==> config.mk <==
export PLATFORM = sky130hd
export DESIGN_NAME = sr_flipflop_bank
export DESIGN_NICKNAME = d
export VERILOG_FILES = /design/src/rtl/sr_flipflop_bank.sv
export SDC_FILE = /design/constraint.sdc
export NUM_CORES = 1
export LEC_CHECK = 0
export CORE_MARGIN = 2
export CORE_UTILIZATION = 49
export DETAILED_ROUTE_END_ITERATION = 8
export GPL_ROUTABILITY_DRIVEN = 1
export HOLD_SLACK_MARGIN = 0.15
export PLACE_DENSITY = 0.95
export SYNTH_ARGS = -nofsm -noshare
export SYNTH_HDL_FRONTEND = slang
export SYNTH_SLANG_ARGS = --single-unit
export TNS_END_PERCENT = 50
==> constraint.sdc <==
create_clock -name CLK -period 3.6 [get_ports CLK]
set_clock_uncertainty 0.1 [all_clocks]
set_input_delay 0.54 -clock CLK [delete_from_list [all_inputs] [get_ports CLK]]
set_output_delay 0.54 -clock CLK [all_outputs]
set_load 0.005 [all_outputs]
==> src/rtl/sr_flipflop_bank.sv <==
// Bank of WIDTH flip-flops with run-time selectable SR/JK/D/T behaviour,
// sticky illegal-SR flags, a registered change pulse and a saturating change counter.
module sr_flipflop_bank #(
  parameter int              WIDTH = 8,
  parameter int              CNT_W = 8,
  parameter logic [WIDTH-1:0] INIT = {WIDTH{1'b0}}
) (
  input  logic             CLK,
  input  logic             RST,
  input  logic             EN,
  input  logic [1:0]       MODE,
  input  logic [WIDTH-1:0] A,
  input  logic [WIDTH-1:0] B,
  input  logic             ERR_CLR,
  output logic [WIDTH-1:0] Q,
  output logic [WIDTH-1:0] Qbar,
  output logic [WIDTH-1:0] ILLEGAL,
  output logic             CHANGED,
  output logic [CNT_W-1:0] CHG_CNT
);

  localparam logic [1:0] MODE_SR = 2'b00;
  localparam logic [1:0] MODE_JK = 2'b01;
  localparam logic [1:0] MODE_D  = 2'b10;
  localparam logic [1:0] MODE_T  = 2'b11;

  logic [WIDTH-1:0] q_q, q_d;
  logic [WIDTH-1:0] ill_q, ill_d;
  logic [WIDTH-1:0] new_ill;
  logic             chg_q, chg_d;
  logic [CNT_W-1:0] cnt_q, cnt_d;
  logic             q_moves;

  always_comb begin
    // NOTE: every signal gets a default before the case so no path leaves it unassigned (no latch).
    q_d     = q_q;
    new_ill = '0;
    if (EN) begin
      unique case (MODE)
        MODE_SR: begin
          q_d     = (q_q | (A & ~B)) & ~(B & ~A);
          new_ill = A & B;
        end
        MODE_JK: q_d = (A & ~q_q) | (~B & q_q);
        MODE_D:  q_d = A;
        MODE_T:  q_d = q_q ^ A;
        default: q_d = q_q;
      endcase
    end
  end

  // Set wins over clear for a bit flagged on the same edge.
  assign ill_d   = (ERR_CLR ? '0 : ill_q) | new_ill;
  assign q_moves = (q_d != q_q);
  assign chg_d   = q_moves;
  assign cnt_d   = (q_moves && (cnt_q != {CNT_W{1'b1}})) ? cnt_q + CNT_W'(1) : cnt_q;

  always_ff @(posedge CLK) begin
    // NOTE: sequential state uses non-blocking assignments so all registers update together.
    if (RST) begin
      q_q   <= INIT;
      ill_q <= '0;
      chg_q <= 1'b0;
      cnt_q <= '0;
    end else begin
      q_q   <= q_d;
      ill_q <= ill_d;
      chg_q <= chg_d;
      cnt_q <= cnt_d;
    end
  end

  assign Q       = q_q;
  assign Qbar    = ~q_q;
  assign ILLEGAL = ill_q;
  assign CHANGED = chg_q;
  assign CHG_CNT = cnt_q;

endmodule

==> results.json, run 1 <==
{
  "maxCapViolations": 0,
  "critPathKind": "in -> reg",
  "ant_nets": 0,
  "yosys_warnings": 0,
  "grt_remaining_overflow": 0,
  "wire_per_inst_um": 14.5,
  "syn_inst": 215,
  "synth_area_um2": 1670,
  "path_clk_slew_ns": 0.14,
  "ctsResizeCount": 0,
  "grt_pass1_vias": 1616,
  "nFillCells": 281,
  "seq_power_share_pct": 47.8,
  "drtIter0Drc": 167,
  "maxSlewViolCount": 0,
  "p_per_area_nw_per_um2": 294,
  "pwr-share-comb_pct": 32.4,
  "path_max_fanout": 14,
  "layout.cells.non_filler": 309,
  "period_needed_ns": 2.82,
  "wl_mm": 4.48,
  "drc": 0,
  "grt.total_usage_pct": 23.6,
  "nets": 287,
  "met1_usage_pct": 32.3,
  "dpl-instance-area_um2": 2230,
  "fin_area_um2": 2260,
  "cts-hold-fix-buffers": 0,
  "io_pins": 55,
  "grt_max_degree": 29,
  "cp_data_arrival_time_ns": 2.95,
  "synthToLayoutAreaGrowth_pct": 35.3,
  "ys_ff_latch": 25,
  "final_cell_mix": "clkdlybuf4s50_1, dfxtp_1, nand2_1",
  "netSwitchingFraction_pct": 31.7,
  "fmax_mhz": 355,
  "synth_edf_count": 0,
  "numClockSinks": 25,
  "ys.flop_type": "dfxtp_1",
  "synthArstFlopShare_pct": 0,
  "rsz0062_at_grt": "false",
  "reg2reg_slack_ns": 1.48,
  "core_area_um2": 3310,
  "cts-root-buf": "clkbuf_4",
  "synth.yosys.seq_area_share_pct": 30.0,
  "clkLatencyLatePin_ns": 0.33,
  "setup.worst_path.start_class": "input pin",
  "maxSlewHeadroom_pct": 32.3,
  "crit_required_ns": 3.74,
  "antenna_cells": 0,
  "cts_tree": "built",
  "fp.dieW_um": 62.3,
  "antenna_found_initial": 0,
  "setup_viol": 0,
  "ir_worst_vdd_mv": 0.146,
  "leakage_nw": 0.762,
  "design.die.area_um2": 3890,
  "grt_pass1_wl_mm": 7.66,
  "met2_usage_pct": 39.1,
  "place_inst": 305,
  "vias": 1860,
  "drive_above_1_share_pct": 4.18,
  "yosysUniqueCellTypes": 44,
  "hp-class": "reg -> reg",
  "max_slew.worst_pin.slew_ns": 1.01,
  "mostFrequentLayoutCell": "clkdlybuf4s50_1",
  "p_clk_share_pct": 19.8,
  "internal-power_mw": 0.454,
  "min_period_over_period_pct": 78.2,
  "hpwl_mm": 3.20,
  "outcome": "finished clean",
  "routed_via_density": 6.02,
  "avgSynthCellArea_um2": 7.76,
  "hold_viol": 0,
  "gp_congestion": 0.890,
  "fin_setup_tns_ns": 0,
  "initial_utilization_pct": 50.4,
  "h-tree-depth": 1,
  "use_met3_pct": 2.90,
  "die_y_um": 62.3,
  "cts_setup_buffers": 0,
  "first_pass_iters": 4,
  "top_usage_layer": "met2",
  "clock_path_buffers": 2,
  "fp-row-count": 21,
  "critPathCaptureType": "register",
  "power_switching_mw": 0.210,
  "cts_made_buffers": 3,
  "port_buffers": 54,
  "synth_nets": 238
}
-- power by group through the flow --
stage | logic [mW] | clock network, mW | registers, mW
after floorplan | 0.111 | 0 | 0.320
after CTS | 0.214 | 0.131 | 0.317
final | 0.215 | 0.131 | 0.317
after detailed placement | 0.212 | 0 | 0.323
after global placement | 0.209 | 0 | 0.322
after global routing | 0.236 | 0.145 | 0.322
-- worst paths after layout --
check,from,endpoint,cells past startpoint
hold / removal,ILLEGAL[1]$_SDFF_PP0_,ILLEGAL[1]$_SDFF_PP0_,2
setup / recovery,MODE[0],CHG_CNT[7]$_SDFFE_PP0P_,8
setup reg to reg,Q[1]$_SDFF_PP0_,CHG_CNT[7]$_SDFFE_PP0P_,6
hold reg to reg,ILLEGAL[1]$_SDFF_PP0_,ILLEGAL[1]$_SDFF_PP0_,2
-- metrics by stage --
| stage | setup WS, ns | hold slack (ns) | util (%) | power (mW) |
|---|---|---|---|---|
| floorplan | 1.12 | 0.374 | - | 0.431 |
| finish | 0.783 | 0.401 | 68.1 | 0.664 |
| global placement | 0.545 | 0.362 | 67.3 | 0.531 |
| global route | 0.642 | 0.436 | 68.1 | 0.703 |
| detailed placement | 0.463 | 0.374 | 67.3 | 0.535 |
| CTS | 0.793 | 0.406 | 68.1 | 0.662 |
-- worst max-delay path, stage by stage --
cell             delay, ns
clkdlybuf4s50_1       0.64
nor2_4                0.27
a211oi_1              0.11
or4_4                 0.55
nor4_4                0.34
buf_4                 0.22
nor4b_1               0.06
a211oi_1              0.21
-- per-layer routing --
layer	share of wire (%)	wire length, um	up-vias
met1	43	1930	872
met4	1.1	51	0
met2	49	2190	78
met3	6.9	308	7
met5	0	0	-
li1	-	-	903
-- registers in the layout, summed over array words and instances (netlist names) --
| signal | count |
|---|---|
| CHANGED | 1 |
| CHG_CNT | 8 |
| ILLEGAL | 8 |
| Q | 8 |
-- cell usage after synthesis, types with 2 or more instances --
cell type,instances,area share (%)
o21ai_1,3,0.90
nand4_1,2,0.75
nand2_1,22,5.0
nand3_1,2,0.60
buf_1,2,0.45
and3_1,3,1.1
a211o_1,7,3.7
a211oi_1,11,5.0
o21a_1,5,2.3
a31oi_1,4,1.5
buf_2,2,0.60
nor2b_1,3,1.1
a21oi_1,20,6.0
nand2b_1,13,4.9
dfxtp_1,25,30
or3b_1,2,1.1
nor3b_1,7,3.2
clkbuf_1,8,1.8
nor2_1,14,3.2
o22ai_1,8,3.0
o2111ai_1,5,2.6
o21ai_0,3,0.90
or3_1,3,1.1
mux2i_1,2,1.2
a32oi_1,8,4.2
inv_1,12,2.7
o211ai_1,2,0.90
-- cell families after synthesis --
kind of cell               after synthesis  synth area share (%)
AOI/OAI and AO/OA                       81                  33.6
and+or+nand+nor                         78                  26.2
buffers and inverters                   26                  6.68
DFF                                     25                  30.0
muxes                                    4                  2.78
adders and majority gates                1                 0.750
-- area by class of cell --
cell class,instances,area (um^2),area share [%]
Multi-Input combinational cell,164,1060,46.8
Tap cell,46,57.6,2.55
Timing Repair Buffer,58,571,25.3
Clock buffer,4,26.3,1.16
Inverter,12,45.0,2.00
Sequential cell,25,500,22.2
No activity file was read; power rests on OpenSTA's default activity.
==> run 2, diff against run 1 <==
CORE_UTILIZATION = 41   (was 49)
PLACE_DENSITY = 0.87   (was 0.95)
clock period = 2.35 ns   (was 3.6 ns; I/O delays follow)
==> results.json, run 2 (synthesis gave the netlist of run 1 again) <==
{
  "outcome": "finished clean",
  "die_y_um": 67.8,
  "core_area_um2": 3970,
  "crit_required_ns": 2.42,
  "hp-class": "reg -> reg",
  "mostFrequentLayoutCell": "clkdlybuf4s50_1",
  "nets": 323,
  "hpwl_mm": 3.67,
  "slowest_stage": "or4_4",
  "seqCellArea_um2": 500,
  "maxSlewHeadroom_pct": 73.4,
  "totalPowerFinal_mw": 1.15,
  "cts-root-buf": "clkbuf_8",
  "max_slew.worst_pin.slew_ns": 0.399,
  "initial_utilization_pct": 42.0,
  "setup.worst_path.start_class": "input pin",
  "layout_setup_ws_ns": 0.0793,
  "critPathMaxStageDelay_ns": 0.55,
  "regToRegEndpoint": "CHG_CNT[0]$_SDFFE_PP0P_",
  "vias": 2037,
  "utilization_pct": 64.8,
  "grt_pass1_vias": 1884,
  "reg2reg_from": "Q[1]$_SDFF_PP0_",
  "wire_per_inst_um": 15.0,
  "numClockSinks": 25,
  "grt_max_degree": 24,
  "nFillCells": 330,
  "grt.total_usage_pct": 23.8,
  "critPathCaptureType": "register",
  "antenna_found_initial": 0,
  "leakage_nw": 0.960,
  "port_buffers": 54,
  "ant_nets": 0,
  "cts-hold-fix-buffers": 0,
  "routed_via_density": 5.84,
  "fmax_mhz": 440,
  "dpl-instance-area_um2": 2500,
  "cp_cell_sequence": "dlygate4sd2_1 > buf_6 > nor2_4 > a211oi_2 > or4_4 > nor4_4 > nor2b_2 > mux2_1",
  "grt_remaining_overflow": 0,
  "drtIter0Drc": 213,
  "holdPathStages": 2,
  "hold_viol": 0,
  "ir_worst_vdd_mv": 0.300,
  "whs_ns": 0.402,
  "crit_buf_inv": 2,
  "rr_worst_depth": 5,
  "period_needed_ns": 2.27,
  "design.die.area_um2": 4590,
  "h-tree-depth": 1,
  "maxSlewViolCount": 0,
  "clkLatencyLatePin_ns": 0.27,
  "post-place-ws_ns": -0.438,
  "final_cell_mix": "clkdlybuf4s50_1, buf_4, dfxtp_1",
  "gp_congestion": 0.913,
  "fp-row-count": 23,
  "drive_above_1_share_pct": 17.1,
  "rsz0062_at_grt": "false",
  "path_depth": 8,
  "reg2reg_slack_ns": 0.28,
  "crit_start": "MODE[0]",
  "fp.dieW_um": 67.8,
  "clock_path_buffers": 2,
  "multi_input_area_um2": 1070,
  "cts_tree": "built",
  "endpoint": "CHG_CNT[0]$_SDFFE_PP0P_",
  "min_period_over_period_pct": 96.6,
  "synthToLayoutAreaGrowth_pct": 54.4,
  "critPathKind": "in -> reg",
  "first_pass_iters": 5,
  "antenna_cells": 0,
  "setup_viol": 0,
  "fin_area_um2": 2570,
  "path_max_fanout": 5,
  "grt_pass1_wl_mm": 8.44,
  "maxCapViolations": 0,
  "cts_made_buffers": 3,
  "wl_mm": 5.22,
  "io_pins": 55,
  "drc": 0,
  "cp_data_arrival_time_ns": 2.34,
  "p_per_area_nw_per_um2": 445,
  "crit_family": "simple AND/OR/NAND/NOR gates",
  "path_clk_slew_ns": 0.09
}
## run 2: changes by cell type in the layout (fill, tap and decap cells not counted), moves of 2 or more
| cell | before | now |
|---|---|---|
| clkbuf_4 | 3 | 0 |
| buf_4 | 4 | 38 |
| clkdlybuf4s50_1 | 54 | 51 |
| buf_6 | 0 | 2 |
| clkbuf_8 | 0 | 3 |
| dlygate4sd2_1 | 0 | 2 |
## run 2: area by class of cell
| type | instances | share of cell area (%) |
|---|---|---|
| Clock buffer | 4 | 1.75 |
| Inverter | 12 | 1.75 |
| Multi-Input combinational cell | 164 | 41.7 |
| Sequential cell | 25 | 19.4 |
| Tap cell | 50 | 2.43 |
| Timing Repair Buffer | 94 | 32.9 |
## run 2: how the worst min path moves through the flow
stage / from / end / slack (ns)
finish: ILLEGAL[7]$_SDFF_PP0_ / ILLEGAL[7]$_SDFF_PP0_ / 0.40
global route: ILLEGAL[2]$_SDFF_PP0_ / ILLEGAL[2]$_SDFF_PP0_ / 0.43
CTS: ILLEGAL[1]$_SDFF_PP0_ / ILLEGAL[1]$_SDFF_PP0_ / 0.40
detailed placement: ILLEGAL[1]$_SDFF_PP0_ / ILLEGAL[1]$_SDFF_PP0_ / 0.38
global placement: ILLEGAL[1]$_SDFF_PP0_ / ILLEGAL[1]$_SDFF_PP0_ / 0.37
floorplan: ILLEGAL[0]$_SDFF_PP0_ / ILLEGAL[0]$_SDFF_PP0_ / 0.37
## run 2: routing by layer
layer  vias to the layer above  part of all wire (%)  wire length [um]  track usage, %
li1                        980                     -                 -               -
met1                       945                    42              2200            29.2
met2                        97                    48              2530            41.8
met3                        15                   7.2               378            3.83
met4                         0                   2.1               111            8.50
met5                         -                     0                 0               0
## run 2: worst reg2reg max path: cells and delay by family (launching register included)
family / cells / cell delay, ns
AOI/OAI and AO/OA: 1 / 0.07
and+or+nand+nor: 3 / 1.03
DFF: 1 / 0.45
muxes: 1 / 0.32
## run 2: power breakdown
part / internal (mW) / switching [mW] / total [mW]
registers: 0.450 / 0.0365 / 0.486
logic: 0.220 / 0.171 / 0.392
clock network: 0.122 / 0.146 / 0.268
## run 2: timing repair
action,in CTS,in global routing
hold endpoints to repair,0,0
pin swaps,3,3
cloned,0,0
setup buffers,1,0
gates resized for setup,7,2
endpoints found under the setup margin,8,8
## run 2: metrics by stage
step           TNS [ns]  std cells
2_1_floorplan         0        215
3_3_place_gp      -2.76        344
3_5_place_dp      -3.37        344
4_1_cts               0        349
5_1_grt               0        349
6_report              0        349
